File: src/rtl/reg_wb_pkg.sv
// reg_wb_pkg -- shared types and defaults for the register writeback controller.
//   XLEN_DEF / AW_DEF : default register data / address widths
//   wb_req_t          : one queued writeback request {addr, data}
//   wb_src_e          : writeback source identifier, also used as last-grant state
package reg_wb_pkg;

  localparam int unsigned XLEN_DEF = 32;
  localparam int unsigned AW_DEF   = 5;

  typedef struct packed {
    logic [AW_DEF-1:0]   addr;
    logic [XLEN_DEF-1:0] data;
  } wb_req_t;

  typedef enum logic {
    SRC_ALU = 1'b0,
    SRC_MEM = 1'b1
  } wb_src_e;

endpackage

File: src/rtl/wb_fifo.sv
// wb_fifo -- single-clock FIFO of writeback requests, DEPTH entries (power of two, >= 2).
// Ports:
//   clk, rst          : clock, synchronous active-high reset (empties the FIFO)
//   i_push, i_wdata   : enqueue request (ignored while full)
//   i_pop             : dequeue head (ignored while empty)
//   o_rdata           : current head entry, valid while !o_empty
//   o_full, o_empty   : occupancy flags
module wb_fifo
  import reg_wb_pkg::*;
#(
  parameter int unsigned DEPTH = 4,
  parameter type         T     = wb_req_t
) (
  input  logic clk,
  input  logic rst,
  input  logic i_push,
  input  T     i_wdata,
  input  logic i_pop,
  output T     o_rdata,
  output logic o_full,
  output logic o_empty
);

  localparam int unsigned PW = $clog2(DEPTH);
  localparam int unsigned CW = $clog2(DEPTH + 1);

  T              r_mem [DEPTH];
  logic [PW-1:0] r_wptr;
  logic [PW-1:0] r_rptr;
  logic [CW-1:0] r_count;
  logic          w_push;
  logic          w_pop;

  assign o_full  = (r_count == CW'(DEPTH));
  assign o_empty = (r_count == '0);
  assign w_push  = i_push && !o_full;
  assign w_pop   = i_pop && !o_empty;
  assign o_rdata = r_mem[r_rptr];

  // Pointers wrap naturally because DEPTH is a power of two.
  always_ff @(posedge clk) begin
    if (rst) begin
      r_wptr  <= '0;
      r_rptr  <= '0;
      r_count <= '0;
    end else begin
      if (w_push) r_wptr <= r_wptr + 1'b1;
      if (w_pop)  r_rptr <= r_rptr + 1'b1;
      case ({w_push, w_pop})
        2'b10:   r_count <= r_count + 1'b1;
        2'b01:   r_count <= r_count - 1'b1;
        default: r_count <= r_count;
      endcase
    end
  end

  always_ff @(posedge clk) begin
    if (w_push) r_mem[r_wptr] <= i_wdata;
  end

endmodule

File: src/rtl/reg_wb_ctrl.sv
// reg_wb_ctrl -- merges ALU and load-unit writeback requests into the single
// register-file write port.
// Each source has its own wb_fifo; a round-robin arbiter pops one head per cycle
// into the output register, so wr_en follows a pop by one cycle.
// Ports:
//   clk, rst                                 : clock, synchronous active-high reset
//   alu_valid/alu_ready/alu_addr/alu_data    : ALU writeback request channel
//   mem_valid/mem_ready/mem_addr/mem_data    : load-unit writeback request channel
//   wr_en/wr_addr/wr_data                    : register-file write port (never stalled)
//   pending                                  : number of queued, not yet popped entries
//   rd_addr1/rd_addr2                        : register-file read addresses
//   byp_hit1/2, byp_data1/2                  : forwarding of the write in flight
// Build option:
//   REG_WB_BYPASS_EN : when defined, byp_* forward wr_data on an address match;
//                      otherwise byp_* are tied to 0 and rd_addr1/2 are unused.
module reg_wb_ctrl
  import reg_wb_pkg::*;
#(
  parameter int unsigned XLEN  = XLEN_DEF,
  parameter int unsigned AW    = AW_DEF,
  parameter int unsigned DEPTH = 4
) (
  input  logic                            clk,
  input  logic                            rst,
  input  logic                            alu_valid,
  output logic                            alu_ready,
  input  logic [AW-1:0]                   alu_addr,
  input  logic [XLEN-1:0]                 alu_data,
  input  logic                            mem_valid,
  output logic                            mem_ready,
  input  logic [AW-1:0]                   mem_addr,
  input  logic [XLEN-1:0]                 mem_data,
  output logic                            wr_en,
  output logic [AW-1:0]                   wr_addr,
  output logic [XLEN-1:0]                 wr_data,
  output logic [$clog2(2*DEPTH+2)-1:0]    pending,
  input  logic [AW-1:0]                   rd_addr1,
  input  logic [AW-1:0]                   rd_addr2,
  output logic                            byp_hit1,
  output logic                            byp_hit2,
  output logic [XLEN-1:0]                 byp_data1,
  output logic [XLEN-1:0]                 byp_data2
);

  localparam int unsigned PW = $clog2(2*DEPTH+2);

  // Same layout as wb_req_t, but sized by this instance's parameters.
  typedef struct packed {
    logic [AW-1:0]   addr;
    logic [XLEN-1:0] data;
  } req_t;

  req_t            w_alu_req;
  req_t            w_mem_req;
  req_t            w_alu_head;
  req_t            w_mem_head;
  req_t            w_head;
  logic            w_alu_full;
  logic            w_alu_empty;
  logic            w_mem_full;
  logic            w_mem_empty;
  logic            w_push_alu;
  logic            w_push_mem;
  logic            w_pop_alu;
  logic            w_pop_mem;
  logic            w_pop_any;
  wb_src_e         w_grant;

  wb_src_e         r_last;
  logic            r_wr_en;
  logic [AW-1:0]   r_wr_addr;
  logic [XLEN-1:0] r_wr_data;
  logic [PW-1:0]   r_pending;

  // ---------------------------------------------------------------------------
  // Request acceptance. A full queue stays not-ready even when it is being
  // popped in the same cycle. Address-0 requests complete the handshake but
  // are dropped here, so they never occupy a queue slot or count as pending.
  // ---------------------------------------------------------------------------
  assign alu_ready  = !w_alu_full && !rst;
  assign mem_ready  = !w_mem_full && !rst;
  assign w_push_alu = alu_valid && alu_ready && (alu_addr != '0);
  assign w_push_mem = mem_valid && mem_ready && (mem_addr != '0);

  assign w_alu_req = '{addr: alu_addr, data: alu_data};
  assign w_mem_req = '{addr: mem_addr, data: mem_data};

  wb_fifo #(
    .DEPTH (DEPTH),
    .T     (req_t)
  ) u_alu_fifo (
    .clk     (clk),
    .rst     (rst),
    .i_push  (w_push_alu),
    .i_wdata (w_alu_req),
    .i_pop   (w_pop_alu),
    .o_rdata (w_alu_head),
    .o_full  (w_alu_full),
    .o_empty (w_alu_empty)
  );

  wb_fifo #(
    .DEPTH (DEPTH),
    .T     (req_t)
  ) u_mem_fifo (
    .clk     (clk),
    .rst     (rst),
    .i_push  (w_push_mem),
    .i_wdata (w_mem_req),
    .i_pop   (w_pop_mem),
    .o_rdata (w_mem_head),
    .o_full  (w_mem_full),
    .o_empty (w_mem_empty)
  );

  // ---------------------------------------------------------------------------
  // Round-robin arbiter: on contention the source not granted last wins;
  // a lone valid head always wins. One pop per cycle whenever anything is queued.
  // ---------------------------------------------------------------------------
  always_comb begin
    w_pop_alu = 1'b0;
    w_pop_mem = 1'b0;
    w_grant   = r_last;
    w_head    = w_alu_head;
    if (!w_alu_empty && !w_mem_empty) begin
      if (r_last == SRC_ALU) begin
        w_pop_mem = 1'b1;
        w_grant   = SRC_MEM;
        w_head    = w_mem_head;
      end else begin
        w_pop_alu = 1'b1;
        w_grant   = SRC_ALU;
        w_head    = w_alu_head;
      end
    end else if (!w_alu_empty) begin
      w_pop_alu = 1'b1;
      w_grant   = SRC_ALU;
      w_head    = w_alu_head;
    end else if (!w_mem_empty) begin
      w_pop_mem = 1'b1;
      w_grant   = SRC_MEM;
      w_head    = w_mem_head;
    end
  end

  assign w_pop_any = w_pop_alu || w_pop_mem;

  // ---------------------------------------------------------------------------
  // Output register, last-grant state and pending count.
  // Address/data only load on a pop so they hold while wr_en is low.
  // ---------------------------------------------------------------------------
  always_ff @(posedge clk) begin
    if (rst) begin
      r_last    <= SRC_ALU;
      r_wr_en   <= 1'b0;
      r_wr_addr <= '0;
      r_wr_data <= '0;
      r_pending <= '0;
    end else begin
      r_wr_en   <= w_pop_any;
      if (w_pop_any) begin
        r_last    <= w_grant;
        r_wr_addr <= w_head.addr;
        r_wr_data <= w_head.data;
      end
      r_pending <= r_pending + PW'(w_push_alu) + PW'(w_push_mem) - PW'(w_pop_any);
    end
  end

  assign wr_en   = r_wr_en;
  assign wr_addr = r_wr_addr;
  assign wr_data = r_wr_data;
  assign pending = r_pending;

  // ---------------------------------------------------------------------------
  // Bypass of the write currently on the register-file port.
  // ---------------------------------------------------------------------------
`ifdef REG_WB_BYPASS_EN
  assign byp_hit1  = r_wr_en && (r_wr_addr == rd_addr1) && (rd_addr1 != '0);
  assign byp_hit2  = r_wr_en && (r_wr_addr == rd_addr2) && (rd_addr2 != '0);
  assign byp_data1 = byp_hit1 ? r_wr_data : '0;
  assign byp_data2 = byp_hit2 ? r_wr_data : '0;
`else
  logic w_unused;
  assign w_unused  = ^{rd_addr1, rd_addr2};
  assign byp_hit1  = 1'b0;
  assign byp_hit2  = 1'b0;
  assign byp_data1 = '0;
  assign byp_data2 = '0;
`endif

endmodule
File: config.mk
export PLATFORM = sky130hd
export DESIGN_NAME = reg_wb_ctrl
export DESIGN_NICKNAME = d
export VERILOG_FILES = /design/src/rtl/reg_wb_pkg.sv /design/src/rtl/wb_fifo.sv /design/src/rtl/reg_wb_ctrl.sv
export SDC_FILE = /design/constraint.sdc
export NUM_CORES = 1
export LEC_CHECK = 0
export BUFFER_PORTS_ARGS = -buffer_cell sky130_fd_sc_hd__buf_4
export CAP_MARGIN = 10
export CORE_ASPECT_RATIO = 1.5
export CORE_MARGIN = 2
export CORE_UTILIZATION = 45
export CTS_CLUSTER_SIZE = 25
export DETAILED_ROUTE_END_ITERATION = 8
export PLACE_DENSITY = 0.71
export SYNTH_ARGS = -nofsm -noshare
export SYNTH_HDL_FRONTEND = slang
export SYNTH_SLANG_ARGS = --single-unit
File: constraint.sdc
create_clock -name clk -period 2.6 [get_ports clk]
set_input_delay 0.65 -clock clk [delete_from_list [all_inputs] [get_ports clk]]
set_output_delay 0.65 -clock clk [all_outputs]
set_load 0.01 [all_outputs]
==> results.cfg <==
[outcome]
status = complete, no violations

[yosys]
ys_top_cells_by_count = edfxtp_1 (296), buf_4 (77), mux4_2 (74)
yosys.area.top_type = edfxtp_1
synth_edf_count = 296
netlist_instances = 758
async_reset_ff_share_pct = 0
yosysWarnings = 0
netlist_area_um2 = 14000
yosys.cell_count.top_type = edfxtp_1
synth_cell_types = 44
ys.flop_type = edfxtp_1
synthTopCellsByArea = edfxtp_1 (64%), mux4_2 (12%), dfxtp_1 (8.7%)
synth-seq-cells = 357
synth_top_area_share_pct = 63.7
synth_area_per_cell_um2 = 18.4
synth-seq-area-share_pct = 72.4

[critical_path]
critPathArrivalTime_ps = 2790
crit_family = adder cells
worstSetupPathType = reg2reg
worstPathRequired_ps = 2980
path_buf_inv = 2
cp_max_fo = 5
critPathCaptureType = flip-flop
cpPeakStageDelay_ps = 420
worstSetupStartpointType = flip-flop
crit_slowest_cell = dfxtp_1
worstPathCellList = nor3b_1, buf_4, a211oi_4, nand2_1, ha_1, fa_2, inv_2, fa_1, nor2b_1

[clock_network]
htreeDepth = 2
cts_resized = 0
clk-insertion-delay-late_ps = 520
root_buffer = clkbuf_16
cts.clk_slew.worst_paths_ps = 60
post-cts-setup-buffers = 0
cts.path.max_buffers = 3
numCtsBuffers = 34
cts_hold_buffers = 0
cts_tree = yes
cts.sinks = 357

[floorplanning]
rows = 79
core_area_um2 = 30800
dieArea_um2 = 32500
io-pin-count = 198
dieHeight_um = 220
start_util_pct = 45.3
dieWidth_um = 148

[grt]
antenna_found_initial = 0
grt_max_degree = 44
grt_usage_pct = 17.8
grt.overflow.total = 0
grt_pass1_wl_um = 42600
grt_pass1_vias = 7239

[power_and_ir_drop]
irDropWorstVdd_uv = 641
leakage_nw = 5.76
total_power_mw = 15.8
p_per_area_nw_per_um2 = 954

[timing]
setup_slack_ps = 190
fin_skew_ps = 17.2
fin_crit_sh_pct = 92.7
tns_ps = 0
max_slew_margin_pct = 54.6
drv_slew = 0
period_minus_slack_ps = 2410
rsz0062_at_grt = no
finalSetupViolCount = 0
max_freq_mhz = 415
tightest_slew_ps = 681
hold_viol = 0
hold_ws_ps = 327

[route]
wl_per_cell_um = 21.1
post_drt_via_cell_ratio = 5.15
drtIter0Drc = 439
routed_wl_um = 28600
drc = 0
postRouteAntennaNets = 0
first_pass_iters = 4
vias = 6983

[placement]
placed_area_um2 = 15400
hpwlAfterDp_um = 17700
io_buffers = 121
place_ws_ps = -246
gp_congestion = 0.712

[final_layout]
design_area_um2 = 16600
drive_gt1_share_pct = 35.8
nets = 1030
area.growth.synth_to_final_pct = 18.8
antenna_cells = 0

[flow_run]
max_cap_violations = 0

[min_path]
hp-class = in2reg
-- metrics by stage --
| step | std cells | utilization (%) |
|---|---|---|
| finish | 1356 | 53.8 |
| CTS | 1356 | 53.8 |
| floorplan | 823 | - |
| global route | 1356 | 53.8 |
| global placement | 1294 | 50.1 |
| detailed placement | 1294 | 50.1 |
-- path summary, 6_finish.rpt --
check                                                        start                                 to  slack, ps  cells past startpoint
worst max-delay path            u_alu_fifo.r_count[0]$_SDFFE_PP0P_              pending[1]$_SDFF_PP0_        190                      9
worst min register to register             wr_data[4]$_SDFFE_PP0P_            wr_data[4]$_SDFFE_PP0P_        450                      2
worst max register to register  u_alu_fifo.r_count[0]$_SDFFE_PP0P_              pending[1]$_SDFF_PP0_        190                      9
worst min-delay path                                  mem_data[20]  u_mem_fifo.r_mem[3][20]$_DFFE_PP_        330                      1
-- cell type report --
| type | count | area, um2 |
|---|---|---|
| Clock inverter | 12 | 141 |
| Clock buffer | 50 | 1010 |
| Timing Repair Buffer | 167 | 1340 |
| Tap cell | 405 | 507 |
| Fill cell | 2466 | 14200 |
| Multi-Input combinational cell | 344 | 3390 |
| Sequential cell | 357 | 10100 |
| Inverter | 21 | 78.8 |
-- registers in the layout, summed over array words and instances (netlist names), named ones only --
signal and count:
pending 4, u_alu_fifo.r_count 3, u_mem_fifo.r_mem 148, wr_addr 5, u_mem_fifo.r_wptr 2, u_alu_fifo.r_mem 148, u_alu_fifo.r_wptr 2, r_last 1
u_mem_fifo.r_count 3, u_alu_fifo.r_rptr 2, wr_data 32, u_mem_fifo.r_rptr 2, wr_en 1
-- cells in the final DEF, fill, tap and decap left out, drive strengths merged, types with 5 or more instances in the layout --
master,Yosys,layout
a21oi,44,44
a22oi,36,36
and2,5,5
buf,91,167
clkbuf,10,50
clkinv,0,6
conb,1,66
dfxtp,61,61
edfxtp,296,296
ha,13,13
inv,21,22
mux4,74,74
nand2,38,38
nor2,20,20
xor2,7,7
-- power breakdown --
group          switching [mW]  total [mW]  internal (mW)
Sequential              0.361        7.05           6.69
Clock                    2.01        5.03           3.02
Combinational            1.98        3.75           1.77
Total                    4.36        15.8           11.5
-- kinds of logic (layout without fill, tap and decap cells) --
| family | Yosys count | count (layout) | share of synthesized area (%) |
|---|---|---|---|
| XOR/XNOR | 11 | 11 | 0.690 |
| AO/OA/AOI/OAI | 91 | 91 | 4.76 |
| flip-flops | 357 | 357 | 72.4 |
| other | 1 | 66 | 0.0269 |
| multiplexers | 77 | 77 | 12.2 |
| adder cells (fa/ha/maj) | 17 | 17 | 1.74 |
| buffers and inverters | 122 | 250 | 5.55 |
| AND/OR/NAND/NOR | 82 | 82 | 2.68 |
-- metal layers --
layer	vias up	wire (um)	global-route usage, %	share of wire [%]
li1	3144	-	-	-
met1	3578	11100	21.0	39
met3	48	1260	2.90	4.4
met5	-	0	0	0
met2	213	15400	32.7	54
met4	0	881	6.70	3.1
Note: power is estimated with default switching activity, not from simulation.
